--- src/rtl/write_back_stage.sv ---
// -----------------------------------------------------------------------------
// write_back_stage
//
// Final pipeline stage of the core. It buffers completed instruction bundles in
// a small in-order FIFO and commits the oldest one per cycle:
//   - GPR results drive a single-cycle write strobe on the register-file port.
//   - System-register results (MTS) are sent over a req/ack handshake. The
//     request is held until acknowledged, and all younger entries wait behind it.
//   - Every committed instruction produces one retire pulse, in program order.
//
// Optional feature (macro WB_RETIRE_COUNT_EN):
//   Adds a 64-bit retire_count output. It counts retire pulses, resets to 0 and
//   wraps modulo 2^64.
//
// Ports:
//   clk, rst          core clock; asynchronous active-high reset
//   in_valid/in_ready result bundle handshake (in_ready = buffer not full)
//   in_addr           instruction word address
//   in_wen, in_is_sys destination write enable; destination is a sysreg
//   in_rd, in_sysreg  destination GPR index / sysreg id
//   in_data           result value
//   gpr_we/waddr/wdata   registered GPR write port
//   sys_req/id/data      registered sysreg write request, held until sys_ack
//   sys_ack              sysreg write accepted (single-cycle pulse)
//   retire_valid/addr    registered retire pulse and instruction address
//   retire_count         (WB_RETIRE_COUNT_EN only) retired-instruction counter
// -----------------------------------------------------------------------------
module write_back_stage #(
  parameter int ADDR_WIDTH      = 30,
  parameter int DATA_WIDTH      = 32,
  parameter int REG_ID_WIDTH    = 5,
  parameter int SYSREG_ID_WIDTH = 10,
  parameter int DEPTH           = 2
) (
  input  logic                       clk,
  input  logic                       rst,
  input  logic                       in_valid,
  output logic                       in_ready,
  input  logic [ADDR_WIDTH-1:0]      in_addr,
  input  logic                       in_wen,
  input  logic                       in_is_sys,
  input  logic [REG_ID_WIDTH-1:0]    in_rd,
  input  logic [SYSREG_ID_WIDTH-1:0] in_sysreg,
  input  logic [DATA_WIDTH-1:0]      in_data,
  output logic                       gpr_we,
  output logic [REG_ID_WIDTH-1:0]    gpr_waddr,
  output logic [DATA_WIDTH-1:0]      gpr_wdata,
  output logic                       sys_req,
  output logic [SYSREG_ID_WIDTH-1:0] sys_id,
  output logic [DATA_WIDTH-1:0]      sys_data,
  input  logic                       sys_ack,
  output logic                       retire_valid,
  output logic [ADDR_WIDTH-1:0]      retire_addr
`ifdef WB_RETIRE_COUNT_EN
  ,
  output logic [63:0]                retire_count
`endif
);

  localparam int PTR_W = (DEPTH > 1) ? $clog2(DEPTH) : 1;
  localparam int CNT_W = PTR_W + 1;
  localparam logic [CNT_W-1:0] FULL_CNT = CNT_W'(DEPTH);

  typedef enum logic [0:0] {
    ST_IDLE     = 1'b0,
    ST_SYS_WAIT = 1'b1
  } state_t;

  // Buffer storage (data only, not reset)
  logic [ADDR_WIDTH-1:0]      mem_addr_q   [DEPTH];
  logic                       mem_wen_q    [DEPTH];
  logic                       mem_is_sys_q [DEPTH];
  logic [REG_ID_WIDTH-1:0]    mem_rd_q     [DEPTH];
  logic [SYSREG_ID_WIDTH-1:0] mem_sysreg_q [DEPTH];
  logic [DATA_WIDTH-1:0]      mem_data_q   [DEPTH];

  // Control state
  logic [PTR_W-1:0] wr_ptr_q, wr_ptr_d;
  logic [PTR_W-1:0] rd_ptr_q, rd_ptr_d;
  logic [CNT_W-1:0] count_q, count_d;
  logic             in_ready_q, in_ready_d;
  state_t           state_q, state_d;

  // Registered outputs
  logic                       gpr_we_q, gpr_we_d;
  logic [REG_ID_WIDTH-1:0]    gpr_waddr_q, gpr_waddr_d;
  logic [DATA_WIDTH-1:0]      gpr_wdata_q, gpr_wdata_d;
  logic                       sys_req_q, sys_req_d;
  logic [SYSREG_ID_WIDTH-1:0] sys_id_q, sys_id_d;
  logic [DATA_WIDTH-1:0]      sys_data_q, sys_data_d;
  logic                       retire_valid_q, retire_valid_d;
  logic [ADDR_WIDTH-1:0]      retire_addr_q, retire_addr_d;

  logic push;
  logic pop;

  // Head-of-buffer view
  logic [ADDR_WIDTH-1:0]      hd_addr;
  logic                       hd_wen;
  logic                       hd_is_sys;
  logic [REG_ID_WIDTH-1:0]    hd_rd;
  logic [SYSREG_ID_WIDTH-1:0] hd_sysreg;
  logic [DATA_WIDTH-1:0]      hd_data;

  assign hd_addr   = mem_addr_q[rd_ptr_q];
  assign hd_wen    = mem_wen_q[rd_ptr_q];
  assign hd_is_sys = mem_is_sys_q[rd_ptr_q];
  assign hd_rd     = mem_rd_q[rd_ptr_q];
  assign hd_sysreg = mem_sysreg_q[rd_ptr_q];
  assign hd_data   = mem_data_q[rd_ptr_q];

  // in_ready is registered from the next occupancy. It therefore mirrors
  // "not full" every cycle, yet reads 0 during reset and only rises on the
  // first edge after reset is released.
  assign push = in_valid && in_ready_q;

  // Commit FSM: next state and next registered outputs
  always_comb begin
    state_d        = state_q;
    pop            = 1'b0;
    gpr_we_d       = 1'b0;
    gpr_waddr_d    = gpr_waddr_q;
    gpr_wdata_d    = gpr_wdata_q;
    sys_req_d      = sys_req_q;
    sys_id_d       = sys_id_q;
    sys_data_d     = sys_data_q;
    retire_valid_d = 1'b0;
    retire_addr_d  = retire_addr_q;

    case (state_q)
      ST_IDLE: begin
        if (count_q != '0) begin
          if (hd_wen && hd_is_sys) begin
            // The MTS entry stays at the head until acknowledged, which
            // stalls every younger entry behind it.
            sys_req_d  = 1'b1;
            sys_id_d   = hd_sysreg;
            sys_data_d = hd_data;
            state_d    = ST_SYS_WAIT;
          end else begin
            pop            = 1'b1;
            retire_valid_d = 1'b1;
            retire_addr_d  = hd_addr;
            // r0 is hardwired to zero, so a write to it is suppressed.
            if (hd_wen && (hd_rd != '0)) begin
              gpr_we_d    = 1'b1;
              gpr_waddr_d = hd_rd;
              gpr_wdata_d = hd_data;
            end
          end
        end
      end
      ST_SYS_WAIT: begin
        if (sys_ack) begin
          sys_req_d      = 1'b0;
          pop            = 1'b1;
          retire_valid_d = 1'b1;
          retire_addr_d  = hd_addr;
          state_d        = ST_IDLE;
        end
      end
      default: begin
        state_d   = ST_IDLE;
        sys_req_d = 1'b0;
      end
    endcase
  end

  // Buffer pointer and occupancy update
  always_comb begin
    wr_ptr_d = wr_ptr_q;
    rd_ptr_d = rd_ptr_q;
    count_d  = count_q;
    // DEPTH is a power of two, so the pointers wrap naturally.
    if (push) wr_ptr_d = wr_ptr_q + PTR_W'(1);
    if (pop)  rd_ptr_d = rd_ptr_q + PTR_W'(1);
    case ({push, pop})
      2'b10:   count_d = count_q + CNT_W'(1);
      2'b01:   count_d = count_q - CNT_W'(1);
      default: count_d = count_q;
    endcase
    in_ready_d = (count_d != FULL_CNT);
  end

  // Control and output registers
  always_ff @(posedge clk or posedge rst) begin
    if (rst) begin
      wr_ptr_q       <= '0;
      rd_ptr_q       <= '0;
      count_q        <= '0;
      in_ready_q     <= 1'b0;
      state_q        <= ST_IDLE;
      gpr_we_q       <= 1'b0;
      gpr_waddr_q    <= '0;
      gpr_wdata_q    <= '0;
      sys_req_q      <= 1'b0;
      sys_id_q       <= '0;
      sys_data_q     <= '0;
      retire_valid_q <= 1'b0;
      retire_addr_q  <= '0;
    end else begin
      wr_ptr_q       <= wr_ptr_d;
      rd_ptr_q       <= rd_ptr_d;
      count_q        <= count_d;
      in_ready_q     <= in_ready_d;
      state_q        <= state_d;
      gpr_we_q       <= gpr_we_d;
      gpr_waddr_q    <= gpr_waddr_d;
      gpr_wdata_q    <= gpr_wdata_d;
      sys_req_q      <= sys_req_d;
      sys_id_q       <= sys_id_d;
      sys_data_q     <= sys_data_d;
      retire_valid_q <= retire_valid_d;
      retire_addr_q  <= retire_addr_d;
    end
  end

  // Buffer write
  always_ff @(posedge clk) begin
    if (push) begin
      mem_addr_q[wr_ptr_q]   <= in_addr;
      mem_wen_q[wr_ptr_q]    <= in_wen;
      mem_is_sys_q[wr_ptr_q] <= in_is_sys;
      mem_rd_q[wr_ptr_q]     <= in_rd;
      mem_sysreg_q[wr_ptr_q] <= in_sysreg;
      mem_data_q[wr_ptr_q]   <= in_data;
    end
  end

  assign in_ready     = in_ready_q;
  assign gpr_we       = gpr_we_q;
  assign gpr_waddr    = gpr_waddr_q;
  assign gpr_wdata    = gpr_wdata_q;
  assign sys_req      = sys_req_q;
  assign sys_id       = sys_id_q;
  assign sys_data     = sys_data_q;
  assign retire_valid = retire_valid_q;
  assign retire_addr  = retire_addr_q;

`ifdef WB_RETIRE_COUNT_EN
  logic [63:0] retire_count_q, retire_count_d;

  // Increments on the same edge that raises retire_valid.
  always_comb begin
    retire_count_d = retire_count_q;
    if (retire_valid_d) retire_count_d = retire_count_q + 64'd1;
  end

  always_ff @(posedge clk or posedge rst) begin
    if (rst) retire_count_q <= '0;
    else     retire_count_q <= retire_count_d;
  end

  assign retire_count = retire_count_q;
`endif

endmodule

--- config.mk ---
export PLATFORM = sky130hd
export DESIGN_NAME = write_back_stage
export DESIGN_NICKNAME = d
export VERILOG_FILES = /design/src/rtl/write_back_stage.sv
export SDC_FILE = /design/constraint.sdc
export NUM_CORES = 1
export LEC_CHECK = 0
export ABC_AREA = 1
export BUFFER_PORTS_ARGS = -buffer_cell sky130_fd_sc_hd__clkbuf_2
export CORE_MARGIN = 3
export CORE_UTILIZATION = 40
export CTS_CLUSTER_DIAMETER = 200
export CTS_CLUSTER_SIZE = 28
export DETAILED_ROUTE_END_ITERATION = 7
export PLACE_DENSITY_LB_ADDON = 0.1
export SYNTH_ARGS = -nofsm -noshare
export SYNTH_HDL_FRONTEND = slang
export SYNTH_SLANG_ARGS = --single-unit
--- constraint.sdc ---
create_clock -name clk -period 7.8 [get_ports clk]
set_clock_uncertainty 0.05 [all_clocks]
set_input_delay 0.78 -clock clk [delete_from_list [all_inputs] [get_ports clk]]
set_output_delay 0.78 -clock clk [all_outputs]
set_load 0.05 [all_outputs]
==> results of run 1 <==
-- cell usage after synthesis --
| master | n | area (µm²) |
|---|---|---|
| ha_1 | 1 | 12.5 |
| or2_2 | 1 | 6.26 |
| buf_4 | 2 | 15.0 |
| nand3_1 | 39 | 195 |
| buf_8 | 1 | 15.0 |
| nand3_4 | 1 | 17.5 |
| o21ai_0 | 40 | 200 |
| mux2i_1 | 10 | 100 |
| inv_1 | 42 | 158 |
| xor2_1 | 2 | 17.5 |
| edfxtp_1 | 158 | 4740 |
| dfrtp_1 | 118 | 2950 |
| buf_2 | 17 | 85.1 |
| buf_1 | 1 | 3.75 |
| nand2_2 | 13 | 81.3 |
| o21ai_1 | 6 | 30.0 |
| o21a_1 | 1 | 7.51 |
| inv_2 | 1 | 3.75 |
| buf_6 | 4 | 45.0 |
| nor2_4 | 1 | 11.3 |
| nand2_1 | 410 | 1540 |
| a21oi_1 | 1 | 5.00 |
| nor2_1 | 5 | 18.8 |
| clkbuf_1 | 17 | 63.8 |
-- sequential cells by signal (all words and copies together) (netlist names) --
register / flops
mem_rd_q: 10
wr_ptr_q: 1
sys_id: 10
rd_ptr_q: 1
retire_addr: 30
count_q: 2
in_ready: 1
retire_valid: 1
gpr_waddr: 5
mem_data_q: 64
gpr_we: 1
mem_sysreg_q: 20
mem_is_sys_q: 2
gpr_wdata: 32
state_q: 1
mem_wen_q: 2
mem_addr_q: 60
sys_req: 1
sys_data: 32
-- cell usage in the layout, fill, tap and decap left out, types with 3 or more instances in the layout --
| cell type | count |
|---|---|
| clkbuf_16 | 14 |
| o21ai_0 | 40 |
| nand2_1 | 410 |
| edfxtp_1 | 158 |
| buf_4 | 6 |
| clkbuf_2 | 195 |
| o21ai_1 | 6 |
| nand3_1 | 38 |
| nor2_4 | 3 |
| nand2_2 | 13 |
| dfrtp_1 | 117 |
| inv_1 | 41 |
| mux2i_1 | 10 |
| nor2_1 | 3 |
| clkbuf_1 | 7 |
-- cell type report --
| type | count | area (µm²) | share of cell area |
|---|---|---|---|
| clock buffers | 21 | 377 | 0.0315 |
| well taps | 330 | 413 | 0.0346 |
| multi-input cells | 531 | 2270 | 0.190 |
| flip-flops and latches | 276 | 7700 | 0.644 |
| inverters | 43 | 166 | 0.0139 |
| diodes | 1 | 2.50 | 0.000209 |
| repair buffers | 201 | 1020 | 0.0854 |
-- final timing paths --
check	startpoint	to	slack (ns)
max	rd_ptr_q	gpr_wdata[18]	4.06
min	rst	retire_addr[18]	0.35
max reg2reg	rd_ptr_q	gpr_wdata[18]	4.06
min reg2reg	retire_addr[28]	retire_addr[28]	0.43
max in group asynchronous	rst	rd_ptr_q	6.14
min in group clk	in_addr[18]	mem_addr_q[0][18]	0.43
-- report_power, final --
part           switching (W)  internal (W)
clock network       0.000429      0.000337
registers           0.000291       0.00205
logic                0.00188      0.000543
total                0.00260       0.00293
-- metal layers --
metal  part of all wire  GRT usage  vias to the layer above
li1                   -          -                     3230
met1               0.45      0.214                     3004
met2               0.46      0.259                      153
met3              0.066     0.0389                       31
met4              0.019     0.0359                        8
met5             0.0024          0                        -
-- kinds of logic (layout without fill, tap and decap cells) --
| kind of cell | after synthesis | count (layout) | share of synthesized area |
|---|---|---|---|
| other | 0 | 1 | 0 |
| muxes | 10 | 10 | 0.00969 |
| adders and majority gates | 1 | 1 | 0.00121 |
| xor gates and xnor gates | 2 | 2 | 0.00170 |
| buffers and inverters | 85 | 265 | 0.0377 |
| AOI/OAI and AO/OA | 48 | 48 | 0.0235 |
| and+or+nand+nor | 470 | 470 | 0.181 |
| DFF | 276 | 276 | 0.745 |
-- worst max-delay path, cell delays in order (launching register included) --
cell,delay [ns]
dfrtp_4,1.14
inv_2,0.54
nand2_1,0.16
nand2_1,0.07
nor2_1,0.19
nand3_4,0.42
nand2_2,0.84
nand2_1,0.14
nand2_1,0.09
-- metrics by stage --
step	worst slack [ns]	hold WS [ns]	area, µm²	util	power, W
after floorplan	3.01	0.455	10300	-	0.00422
after global placement	3.98	0.406	11600	0.458	0.00483
after detailed placement	3.93	0.407	11600	0.458	0.00485
after CTS	3.90	0.369	11900	0.473	0.00563
after global routing	3.63	0.390	12000	0.473	0.00592
final	4.06	0.350	12000	0.473	0.00553
==> run metrics, run 1 <==
DRC Markers=0; I/O Pins=196; Seq/Total Area, Yosys=0.745; status=finished, final reports clean; relative slew slack=0.272; IO Port Bufs=195; first-pass GRT wire length=35200 µm; number of global-route vias before repair=6334; DR vias/cell=4.58; initial antenna violation count=5; synthesis-to-finish area growth=15.7%; Max Fclk=0.267 GHz; Die Width=167 µm; type of the worst min-delay path=input pin to asynchronous set/reset pin; reg2reg path depth=8; drt initial violations=331; final net count=1150; hold-fix buffers at CTS=0; Max VDD drop=298 µV; largest net degree at the start of global routing=87; Final Setup Violations=0; CTS H-tree lvls=1; GRT Total Usage=0.157; Setup crit end kind=flop; core area=25300 µm²; routed len/inst=15.7 µm; Clk Latency, worst-skew pair=0.48 ns; full die area=27800 µm²; Worst Tran Pin Value=1.09 ns; post_cts resized=0; Netlist cell types=24; Slew Limit Fails=0; Starting Density=0.409; CTS tree=yes; Mapped Nets=976; postcts setup bufs=0; Root Driver=clkbuf_16; kind of critical path=flop to flop; GRT overflow=0; total CTS buffers=13; GPL Wtd Cong=0.701; Tcrit/Tclk final=0.479; Post-Route WL=22000 µm; post-layout minimum cycle time=3.74 ns; Row Count=58; share of cells above drive strength 1=0.221; Static Leakage=5.65 nW; CTS Sinks=276; Post-DRT Antenna Nets=0; Die Y-Extent=167 µm; Clock transition at path regs=0.11 ns; syn_area_per_cell=11.6 µm²; Synth Cell Area=10300 µm²; Synth warnings=0; clk buf depth=3; placed cells=1381; Setup crit start kind=flop; Critical Path AT=4.10 ns; Detailed Place HPWL=13300 µm; Post-Syn Instances=892; CP required=8.17 ns; Filler Cell Count=2411; final instance count without filler cells=1403; routed via count=6426; pwr/cell area=463 nW/µm²; Max-Cap Viols=0; RSZ-0062 raised after global routing=false; TNS Setup=0 ns; maximum fanout along the worst path=84; drt pass-1 iters=4; final hold vios=0; flops & latches, synth=276
No activity file was read; power rests on OpenSTA's default activity.
==> run 2: changes to the inputs <==
==> constraint.sdc (replaced) <==
create_clock -name clk -period 3.9 [get_ports clk]
set_clock_uncertainty 0.05 [all_clocks]
set_input_delay 0.39 -clock clk [delete_from_list [all_inputs] [get_ports clk]]
set_output_delay 0.39 -clock clk [all_outputs]
set_load 0.05 [all_outputs]
==> run metrics, run 2 (synthesis gave the netlist of run 1 again) <==
Worst Tran Pin Value=1.09 ns (-0.00110 ns); Static Leakage=5.67 nW (+0.32%); maximum fanout along the worst path=38 (-55%); r2r setup slk=0.88 ns (-3.18 ns); Tcrit/Tclk final=0.774 (+0.295); CTS H-tree lvls=1 (unchanged); GPL Wtd Cong=0.748 (+6.7%); final instance count without filler cells=1406 (+0.21%); reg2reg end=gpr_wdata[8]; postcts setup bufs=0 (unchanged); synthesis-to-finish area growth=16.0%; first-pass GRT wire length=36000 µm (+2.5%); status=complete, but fails checks; Row Count=58 (unchanged); DRC Markers=0 (unchanged); Top reg by flops=mem_data_q; Clock transition at path regs=0.11 ns (about the same); Post-Route WL=22400 µm (+1.6%); I/O Pins=196 (unchanged); DR vias/cell=4.59 (+0.16%); GRT overflow=0 (unchanged); Reg-to-Reg Start=rd_ptr_q; CP required=4.21 ns (-3.96 ns); type of the worst min-delay path=input pin to asynchronous set/reset pin; clk buf depth=3 (unchanged); reg2reg path depth=9 (+1); post-layout minimum cycle time=3.02 ns (-0.719 ns); RSZ-0062 raised after global routing=false; max reg flops=64 (unchanged); Max-Cap Viols=0 (unchanged); Root Driver=clkbuf_16; CTS tree=yes; share of cells above drive strength 1=0.223 (+0.00217); core area=25300 µm² (unchanged); number of global-route vias before repair=6482 (+2.3%); Die Width=167 µm (unchanged); Critical Path AT=3.33 ns (-0.77 ns); failing checks=hold timing; full die area=27800 µm² (unchanged); relative slew slack=0.272 (about the same); Hold WS=-0.00630 ns (-0.356 ns); Final Cell Area=12000 µm² (+0.29%); GRT Total Usage=0.161 (+0.00367); Final Setup Violations=0 (unchanged); initial antenna violation count=4 (-1); placed cells=1384 (+0.22%); Post-DRT Antenna Nets=0 (unchanged); kind of critical path=flop to flop; final hold vios=7 (+7); post_cts resized=0 (unchanged); routed len/inst=15.9 µm (+1.4%); Detailed Place HPWL=13800 µm (+3.9%); drt pass-1 iters=5 (+1); final net count=1153 (+0.26%); Setup crit end kind=flop; total CTS buffers=13 (unchanged); Die Y-Extent=167 µm (unchanged); Max VDD drop=490 µV (+64%); Clk Latency, worst-skew pair=0.48 ns (about the same); drt initial violations=345 (+4.2%); pwr/cell area=926 nW/µm² (+100%); IO Port Bufs=195 (unchanged); commonest cells after routing, fill and taps aside=nand2_1 (410), clkbuf_2 (195), edfxtp_1 (158); Max Fclk=0.331 GHz (+24%); DP Area=11600 µm² (+0.30%); Slew Limit Fails=0 (unchanged); routed via count=6450 (+0.37%); Setup crit start kind=flop; CTS Sinks=276 (unchanged); hold-fix buffers at CTS=0 (unchanged); Starting Density=0.409 (unchanged); top flop regs=mem_data_q (64), mem_addr_q (60); largest net degree at the start of global routing=87 (unchanged); most common cell after layout, fill and taps aside=nand2_1
==> run 2: cell count changes in the layout (fill, tap and decap cells not counted) <==
cell,before,now
buf_12,0,1
buf_4,6,8
==> run 2: how the worst max path moves through the flow <==
stage,from,cells after the start,endpoint,slack (ns)
after floorplan,in_ready,2,mem_addr_q[0][0],-0.81
after global placement,rd_ptr_q,9,gpr_wdata[10],0.90
after detailed placement,rd_ptr_q,9,gpr_wdata[12],0.83
after CTS,rd_ptr_q,9,gpr_wdata[12],0.80
after global routing,rd_ptr_q,9,gpr_wdata[25],0.55
final,rd_ptr_q,9,gpr_wdata[8],0.88
==> run 2: stage by stage <==
| stage | total power (W) | setup slack, ns | utilization | TNS (ns) | hold WS [ns] |
|---|---|---|---|---|---|
| CTS | 0.0113 | 0.798 | 0.474 | 0 | 0.0162 |
| floorplan | 0.00844 | -0.814 | - | -128.68 | 0.439 |
| global placement | 0.00968 | 0.903 | 0.460 | 0 | 0.407 |
| detailed placement | 0.00973 | 0.827 | 0.460 | 0 | 0.409 |
| global route | 0.0119 | 0.548 | 0.475 | 0 | 0.0140 |
| finish | 0.0111 | 0.880 | 0.475 | 0 | -0.00630 |
==> run 2: metal layers <==
metal	share of wire	up-vias	track usage
met2	0.47	143	0.270
met3	0.058	25	0.0332
li1	-	3234	-
met1	0.46	3042	0.222
met5	0.0015	-	0
met4	0.011	6	0.0294
==> run 2: cell type report <==
class | count | area (µm²)
multi-input combinational | 531 | 2270
antenna | 1 | 2.50
inverter | 43 | 166
fill | 2394 | 13300
sequential | 276 | 7700
clock buffer | 21 | 377
tap | 330 | 413
timing repair buffer | 204 | 1060
==> run 2: power by group <==
| part | switching (W) | internal, W |
|---|---|---|
| Combinational | 0.00391 | 0.00110 |
| Sequential | 0.000454 | 0.00409 |
| Clock | 0.000864 | 0.000675 |
| Total | 0.00523 | 0.00586 |
==> run 2: critical path: stages, from the launching register on <==
cell and delay [ns]:
dfrtp_4 0.63, inv_2 0.45, nand2_1 0.09, nand2_1 0.16
nand3_1 0.09, inv_1 0.06, buf_4 0.38, nand2_2 0.64
nand2_1 0.22, nand2_1 0.07
